### src/rtl/pe_wavefront_scheduler_if.sv
// Host-side control bundle for the PE wavefront scheduler: run request,
// per-run enable length and the scheduler's idle/ready indication.
interface pe_wavefront_scheduler_if #(
    parameter int LEN_BITS = 16
);
    logic                host_start;
    logic [LEN_BITS-1:0] host_len;
    logic                host_ready;

    // Host side: issues runs and watches for the scheduler to go idle
    modport master (
        output host_start,
        output host_len,
        input  host_ready
    );

    // Scheduler side: accepts runs while idle
    modport slave (
        input  host_start,
        input  host_len,
        output host_ready
    );
endinterface

### src/rtl/pe_wavefront_scheduler.sv
// Staggered ap_start sequencer for a chain of pass-through PE tiles.
// Tile i sees its enable window open STAGGER*i non-stalled cycles after
// tile 0 and stay open for the host-programmed length L. A stall freezes
// the whole wavefront and masks every enable for that cycle.
module pe_wavefront_scheduler #(
    parameter  int NUM_TILES = 4,
    parameter  int STAGGER   = 2,
    parameter  int LEN_BITS  = 16,
    localparam int CNT_BITS  = LEN_BITS + $clog2(NUM_TILES * STAGGER + 1) + 1
) (
    input  logic                        clk,
    input  logic                        reset,
    pe_wavefront_scheduler_if.slave     host,
    input  logic                        stall,
    output logic [NUM_TILES-1:0]        tile_ap_start,
    output logic                        busy,
    output logic                        done,
    output logic [CNT_BITS-1:0]         run_cnt
);

    typedef enum logic [1:0] {
        IDLE,
        RUN,
        DONE
    } state_t;

    // Offset of the last tile's window; the run ends once it has closed.
    localparam int LAST_OFFSET = (NUM_TILES - 1) * STAGGER;

    state_t              state_q, state_d;
    logic [CNT_BITS-1:0] run_cnt_q, run_cnt_d;
    logic [LEN_BITS-1:0] len_q, len_d;

    logic [CNT_BITS-1:0] len_ext;
    logic [CNT_BITS-1:0] total;

    assign len_ext = CNT_BITS'(len_q);
    assign total   = CNT_BITS'(LAST_OFFSET) + len_ext;

    // State, counter and latched length registers with synchronous active-low reset
    always_ff @(posedge clk) begin
        if (!reset) begin
            state_q   <= IDLE;
            run_cnt_q <= '0;
            len_q     <= '0;
        end else begin
            state_q   <= state_d;
            run_cnt_q <= run_cnt_d;
            len_q     <= len_d;
        end
    end

    // Next-state logic: accept in IDLE, count non-stalled cycles in RUN, one-cycle DONE
    always_comb begin
        state_d   = state_q;
        run_cnt_d = run_cnt_q;
        len_d     = len_q;
        case (state_q)
            IDLE: begin
                if (host.host_start) begin
                    len_d     = host.host_len;
                    run_cnt_d = '0;
                    state_d   = (host.host_len == '0) ? DONE : RUN;
                end
            end
            RUN: begin
                if (!stall) begin
                    run_cnt_d = run_cnt_q + 1'b1;
                    if (run_cnt_q == total - 1'b1) begin
                        state_d = DONE;
                    end
                end
            end
            DONE: begin
                state_d = IDLE;
            end
            default: begin
                state_d = IDLE;
            end
        endcase
    end

    // Per-tile enable windows, masked by stall in the same cycle
    always_comb begin
        tile_ap_start = '0;
        if ((state_q == RUN) && !stall) begin
            for (int i = 0; i < NUM_TILES; i++) begin
                if ((run_cnt_q >= CNT_BITS'(i * STAGGER)) &&
                    (run_cnt_q <  CNT_BITS'(i * STAGGER) + len_ext)) begin
                    tile_ap_start[i] = 1'b1;
                end
            end
        end
    end

    assign host.host_ready = (state_q == IDLE);
    assign busy            = (state_q == RUN);
    assign done            = (state_q == DONE);
    assign run_cnt         = run_cnt_q;

endmodule

### src/flat_wrapper.sv
// flat-port wrapper written by rule: the top's interface ports become plain ports
module pe_wavefront_scheduler_flat 
#(
    parameter  int NUM_TILES = 4,
    parameter  int STAGGER   = 2,
    parameter  int LEN_BITS  = 16,
    localparam int CNT_BITS  = LEN_BITS + $clog2(NUM_TILES * STAGGER + 1) + 1
)
  (clk, reset, stall, tile_ap_start, busy, done, run_cnt, host_host_start, host_host_len, host_host_ready);
  pe_wavefront_scheduler_if #(.LEN_BITS(LEN_BITS)) host_i ();
  input  logic clk;
  input  logic reset;
  input  logic stall;
  output logic [NUM_TILES-1:0] tile_ap_start;
  output logic busy;
  output logic done;
  output logic [CNT_BITS-1:0] run_cnt;
  input wire logic [$bits(host_i.host_start)-1:0] host_host_start;
  input wire logic [$bits(host_i.host_len)-1:0] host_host_len;
  output wire logic [$bits(host_i.host_ready)-1:0] host_host_ready;
  assign host_i.host_start = host_host_start;
  assign host_i.host_len = host_host_len;
  assign host_host_ready = host_i.host_ready;
  pe_wavefront_scheduler #(.NUM_TILES(NUM_TILES), .STAGGER(STAGGER), .LEN_BITS(LEN_BITS)) u_core (.clk(clk), .reset(reset), .host(host_i), .stall(stall), .tile_ap_start(tile_ap_start), .busy(busy), .done(done), .run_cnt(run_cnt));
endmodule
### config.mk
export PLATFORM = sky130hd
export DESIGN_NAME = pe_wavefront_scheduler_flat
export DESIGN_NICKNAME = d
export VERILOG_FILES = /design/src/rtl/pe_wavefront_scheduler_if.sv /design/src/rtl/pe_wavefront_scheduler.sv /design/src/flat_wrapper.sv
export SDC_FILE = /design/constraint.sdc
export NUM_CORES = 1
export LEC_CHECK = 0
export ABC_AREA = 1
export BUFFER_PORTS_ARGS = -buffer_cell sky130_fd_sc_hd__buf_4
export CELL_PAD_IN_SITES_DETAIL_PLACEMENT = 0
export CELL_PAD_IN_SITES_GLOBAL_PLACEMENT = 1
export CORE_MARGIN = 2
export CORE_UTILIZATION = 40
export CTS_BUF_LIST = sky130_fd_sc_hd__clkbuf_8 sky130_fd_sc_hd__clkbuf_16
export CTS_CLUSTER_SIZE = 25
export DETAILED_ROUTE_END_ITERATION = 7
export HOLD_SLACK_MARGIN = 0.1
export PLACE_DENSITY_LB_ADDON = 0.05
export SYNTH_ARGS = -nofsm -noshare
export SYNTH_HDL_FRONTEND = slang
export SYNTH_SLANG_ARGS = --single-unit
export TNS_END_PERCENT = 10
### constraint.sdc
create_clock -name clk -period 2.83 [get_ports clk]
set_input_delay 0.283 -clock clk [delete_from_list [all_inputs] [get_ports clk]]
set_output_delay 0.283 -clock clk [all_outputs]
set_load 0.01 [all_outputs]
Word level (Yosys, flattened, before mapping)

Cells that the tools add are included.

Input bits: 20
ROM bits: 0
RAM bits: 0
Word-level logic and storage cells: 47
Latch bits: 0
Memories: 0
Register bits: 39

Reduce and logical (&&, ||, !) cells: 12
Equality and inequality tests: 6
Divide/modulo/power cells: 0
Order comparisons: 8
Shift operators: 0
Multiplexer cells: 13
$add $sub $neg: 5
Bitwise logic cells: 0
Multipliers: 0

Operators by type and width:

| kind                                                                   | count |
|---|---|
| 21-bit < comparator                                                    | 3 |
| 21-bit by 3-bit >= comparator with 1-bit output, second input constant | 2 |
| 21-bit two-way mux                                                     | 2 |
| 21-bit case mux with 2 select lines                                    | 1 |
| 3-bit by 16-bit adder with 17-bit output, first input constant         | 2 |
| 21-bit by 1-bit adder with 21-bit output, second input constant        | 1 |
| 21-bit == test                                                         | 1 |
| 21-bit by 1-bit >= comparator with 1-bit output, second input constant | 1 |
| 21-bit by 2-bit >= comparator with 1-bit output, second input constant | 1 |
| 21-bit by 16-bit < comparator with 1-bit output                        | 1 |
| 17-bit by 1-bit subtractor with 18-bit output, second input constant   | 1 |
| 2-bit by 16-bit adder with 17-bit output, first input constant         | 1 |
| 16-bit zero test                                                       | 1 |
| 2-bit two-way mux                                                      | 4 |
| 3-bit AND reduction                                                    | 2 |
| 1-bit logical AND                                                      | 5 |
| 1-bit two-way mux                                                      | 4 |
| 4-bit two-way mux                                                      | 1 |
| 2-bit != test, second input constant                                   | 2 |
| 2-bit case mux with 2 select lines                                     | 1 |
| 2-bit by 1-bit == test with 1-bit output, second input constant        | 1 |
| 2-bit == test, second input constant                                   | 1 |
| 2-bit zero test                                                        | 1 |
| 2-bit by 1-bit != test with 1-bit output, second input constant        | 1 |
| other kinds (3)                                                        | 3 |

Logic depth before layout (Yosys ltp)

Word-level depth: 6
Mapped depth: 20
Gate-level depth less buffers: 20

Worst setup path before layout

Ideal clock, no wire load.

Path kind: reg2out
Start: register u_core.len_q[1]
End: output port tile_ap_start[3]
Required time: 2.547 ns
Arrival: 2.375 ns
Stages on the path, launching flop included: 14
Setup slack: 0.172 ns
Buffers on the path: 0
Path through: dfxtp_1 > inv_1 > ha_1 > nor2_8 > nand2_1 > nor2_1 > nand2_1 > nand2_1 > inv_2 > ha_1 > nand2_1 > o2111ai_1 > a31o_2 > a21oi_1

Longest elaborated chain between the ends: 5

RTL lines:

| element                                  | RTL line                     | RTL |
|---|---|---|
| start: declaration                       | pe_wavefront_scheduler.sv:32 | `logic [LEN_BITS-1:0] len_q, len_d;` |
| start signal: assignment                 | pe_wavefront_scheduler.sv:49 | `len_q <= len_d;` |
| 3-bit by 16-bit adder with 17-bit output | pe_wavefront_scheduler.sv:89 | `(run_cnt_q < CNT_BITS'(i * STAGGER) + len_ext)) begin` |
| 21-bit < comparator                      | pe_wavefront_scheduler.sv:89 |  |
| 1-bit logical AND                        | pe_wavefront_scheduler.sv:88 | `if ((run_cnt_q >= CNT_BITS'(i * STAGGER)) &&` |
| 1-bit two-way mux                        | pe_wavefront_scheduler.sv:88 |  |
| 4-bit two-way mux                        | pe_wavefront_scheduler.sv:86 | `if ((state_q == RUN) && !stall) begin` |
| end: declaration                         | flat_wrapper.sv:14           | `output logic [NUM_TILES-1:0] tile_ap_start;` |

Every way passes these cells.

Worst setup path in the final report

Start: register u_core.len_q[1]
End: output port tile_ap_start[2]

The elaborated chain is that of the path after synthesis.

==> results.ini <==
[clocking]
htreeDepth=2
cts_made_buffers=5
clock_path_buffers=2
cts_tree=built
insertion_delay_ps=290
clk_pin_slew_ps=60
cts-root-buf=clkbuf_16
holdBufCountCts=0
clock_sinks=39

[drt]
first_pass_iters=5
drc=0
routed_wl_microns=15300
drt_iter0_drc=281
ant_nets=0
viasPerCell=5.23
detail_route.wl_per_cell_microns=15.5
vias=5154

[placement]
io_buffers=47
placed_area_sq_mm=0.00556
dp.final_hpwl_microns=12600
gp_congestion=0.912

[critical_path]
cp_max_fo=5
cp-end-kind=output port
worst_ep_required_time_ps=2550
worst_ep_arrival_time_ps=2500
critPathKind=flop to output port
reg2reg_from=u_core.len_q[3]
setup.worst_path.start=u_core.len_q[1]
start_kind=flop

[cells_and_area]
fin_nets=927
finalInstanceArea_sq_mm=0.00619
seqCellArea_sq_um=798
diodes=0
area_delta_synth_final_pct=26.0
fillers=1250
drive_gt1_share_pct=27.6
multi_input_area_sq_mm=0.00400

[sta]
timing.final.crit_period_ps=2790
slew-limit-headroom_pct=54.6
min_period_over_period_pct=98.5
hold_slack_ps=280
finalSetupViolations=0
hold_violations=0
grt_setup_unrepaired=yes
worst_pin_slew_ps=681
drv_slew=0
skew_ps=4.27
fmax_ghz=0.359

[grt]
grt_use_total_pct=23.7
grt_overflow=0
antenna_found_initial=0
grt_start_max_net_pins=34
grt_pass1_wl_microns=24400
grt_pass1_vias=5011

[yosys]
yosysWarningCount=0
synth_top_area_share_pct=17.8
synthCells=755
seq_area_frac_synth_pct=15.9
synth_common_cells=nand2_1 (169), inv_1 (85), ha_1 (70)
avgSynthCellArea_sq_um=6.51
synth_area_leaders=ha_1 (18%), dfxtp_1 (16%), nand2_1 (13%)
synth_area_sq_mm=0.00491
ys.flop_type=dfxtp_1
synth-edff-count=0
synth_top_area_cell=ha_1
synth_fp_nets=845
yosysMostFrequentCell=nand2_1
synthDistinctLibCells=41
synth-async-reset-ratio_pct=0
synth-seq-cells=39

[floorplan]
dieArea_sq_mm=0.0132
rows=40
dieWidth_microns=115
die_h_microns=115
core_area_sq_mm=0.0120
start_util_pct=40.9
pin_count=48

[power_and_ir_drop]
vdd_drop_max_mv=0.262
leakagePower_nw=2.98
p_per_area_mw_per_mm2=315
total_power_w=0.00195

[worst_hold_path]
hold_start=host_host_len[6]
min_path_type=input port to flop

[flow_run]
maxCapViolations=0

[run_status]
status=finished, final reports clean

==> metrics by stage <==
stage	cells	setup WS (ps)	utilization, %	setup TNS (ps)
floorplan	755	172	-	0
global placement	959	150	46.3	0
detailed placement	959	100	46.3	0
CTS	972	-3.63	48.4	-3.63
global route	985	-97.5	51.6	-266
finish	985	42.3	51.6	0
==> repair_timing <==
item / in CTS / in global routing
endpoints found under the hold margin: 0 / 0
buffers inserted: 5 / 13
gates resized for setup: 27 / 63
endpoints found under the setup margin: 3 / 6
pin swaps: 10 / 27
gates cloned: 0 / 0
==> logic make-up (layout without fill, tap and decap cells) <==
logic type,count (synthesis),after routing,share of synthesized area (%)
xor+xnor,26,26,4.91
simple gates,388,388,38.5
fa+ha+maj,70,70,17.8
compound gates,120,120,14.0
flops,39,39,15.9
buf+inv,112,195,8.91
==> final timing paths <==
check | to | slack (ps) | cells after the start
max | tile_ap_start[2] | 40 | 13
min | u_core.len_q[6] | 280 | 3
max reg2reg | u_core.state_q[0] | 280 | 20
min reg2reg | u_core.run_cnt[20] | 530 | 1
==> layer usage <==
metal  routed length, microns  part of all wire, %  vias to the layer above  GRT usage (%)
li1                         -                    -                     2691              -
met1                     7340                   48                     2356           31.5
met2                     7020                   46                       88           38.9
met3                      542                  3.5                       19           3.32
met4                      393                  2.6                        0           9.16
met5                        0                    0                        -              0
==> placed cells by master (no fill, tap or decap), types with 14 or more instances in the layout <==
cell type | netlist | layout
nor2_1 | 66 | 53
a21oi_1 | 57 | 51
buf_4 | 2 | 83
nand2_2 | 24 | 36
inv_1 | 85 | 81
dfxtp_1 | 39 | 29
inv_2 | 11 | 14
nand4_1 | 27 | 27
ha_1 | 70 | 61
xor2_1 | 23 | 21
o21ai_0 | 31 | 31
nor2_4 | 12 | 18
nand3_1 | 53 | 50
nor2_2 | 7 | 14
nand2_1 | 169 | 153
==> cell type report <==
| cell class | instances | area share [%] |
|---|---|---|
| multi-input cells | 604 | 64.6 |
| flip-flops and latches | 39 | 12.9 |
| repair buffers | 88 | 11.0 |
| inverters | 99 | 6.08 |
| well taps | 147 | 2.97 |
| clock buffers | 7 | 2.47 |
| clock inverters | 1 | 0.0606 |
==> critical path, stage by stage (launching register included) <==
cell      delay, ps
dfxtp_2         380
inv_1           100
buf_4           160
ha_1            290
a21oi_1         190
o21bai_1         80
a21oi_1         130
nor2_1           50
nor2_1          150
o211ai_1        140
nand2_1          90
a21oi_1          70
nor3b_1         210
buf_4           150
==> sequential cells by signal, indices dropped and copies added, names as in the netlist <==
signal,flops
u_core.len_q,16
u_core.state_q,2
u_core.run_cnt,21
==> report_power, final <==
group / internal (W) / switching [W] / leakage [nW]
Combinational: 0.000281 / 0.000438 / 2.57
Clock: 0.000372 / 0.000234 / 0.0813
Sequential: 0.000580 / 0.0000448 / 0.322
Total: 0.00123 / 0.000717 / 2.98
Power figures use the tool's default switching activity.
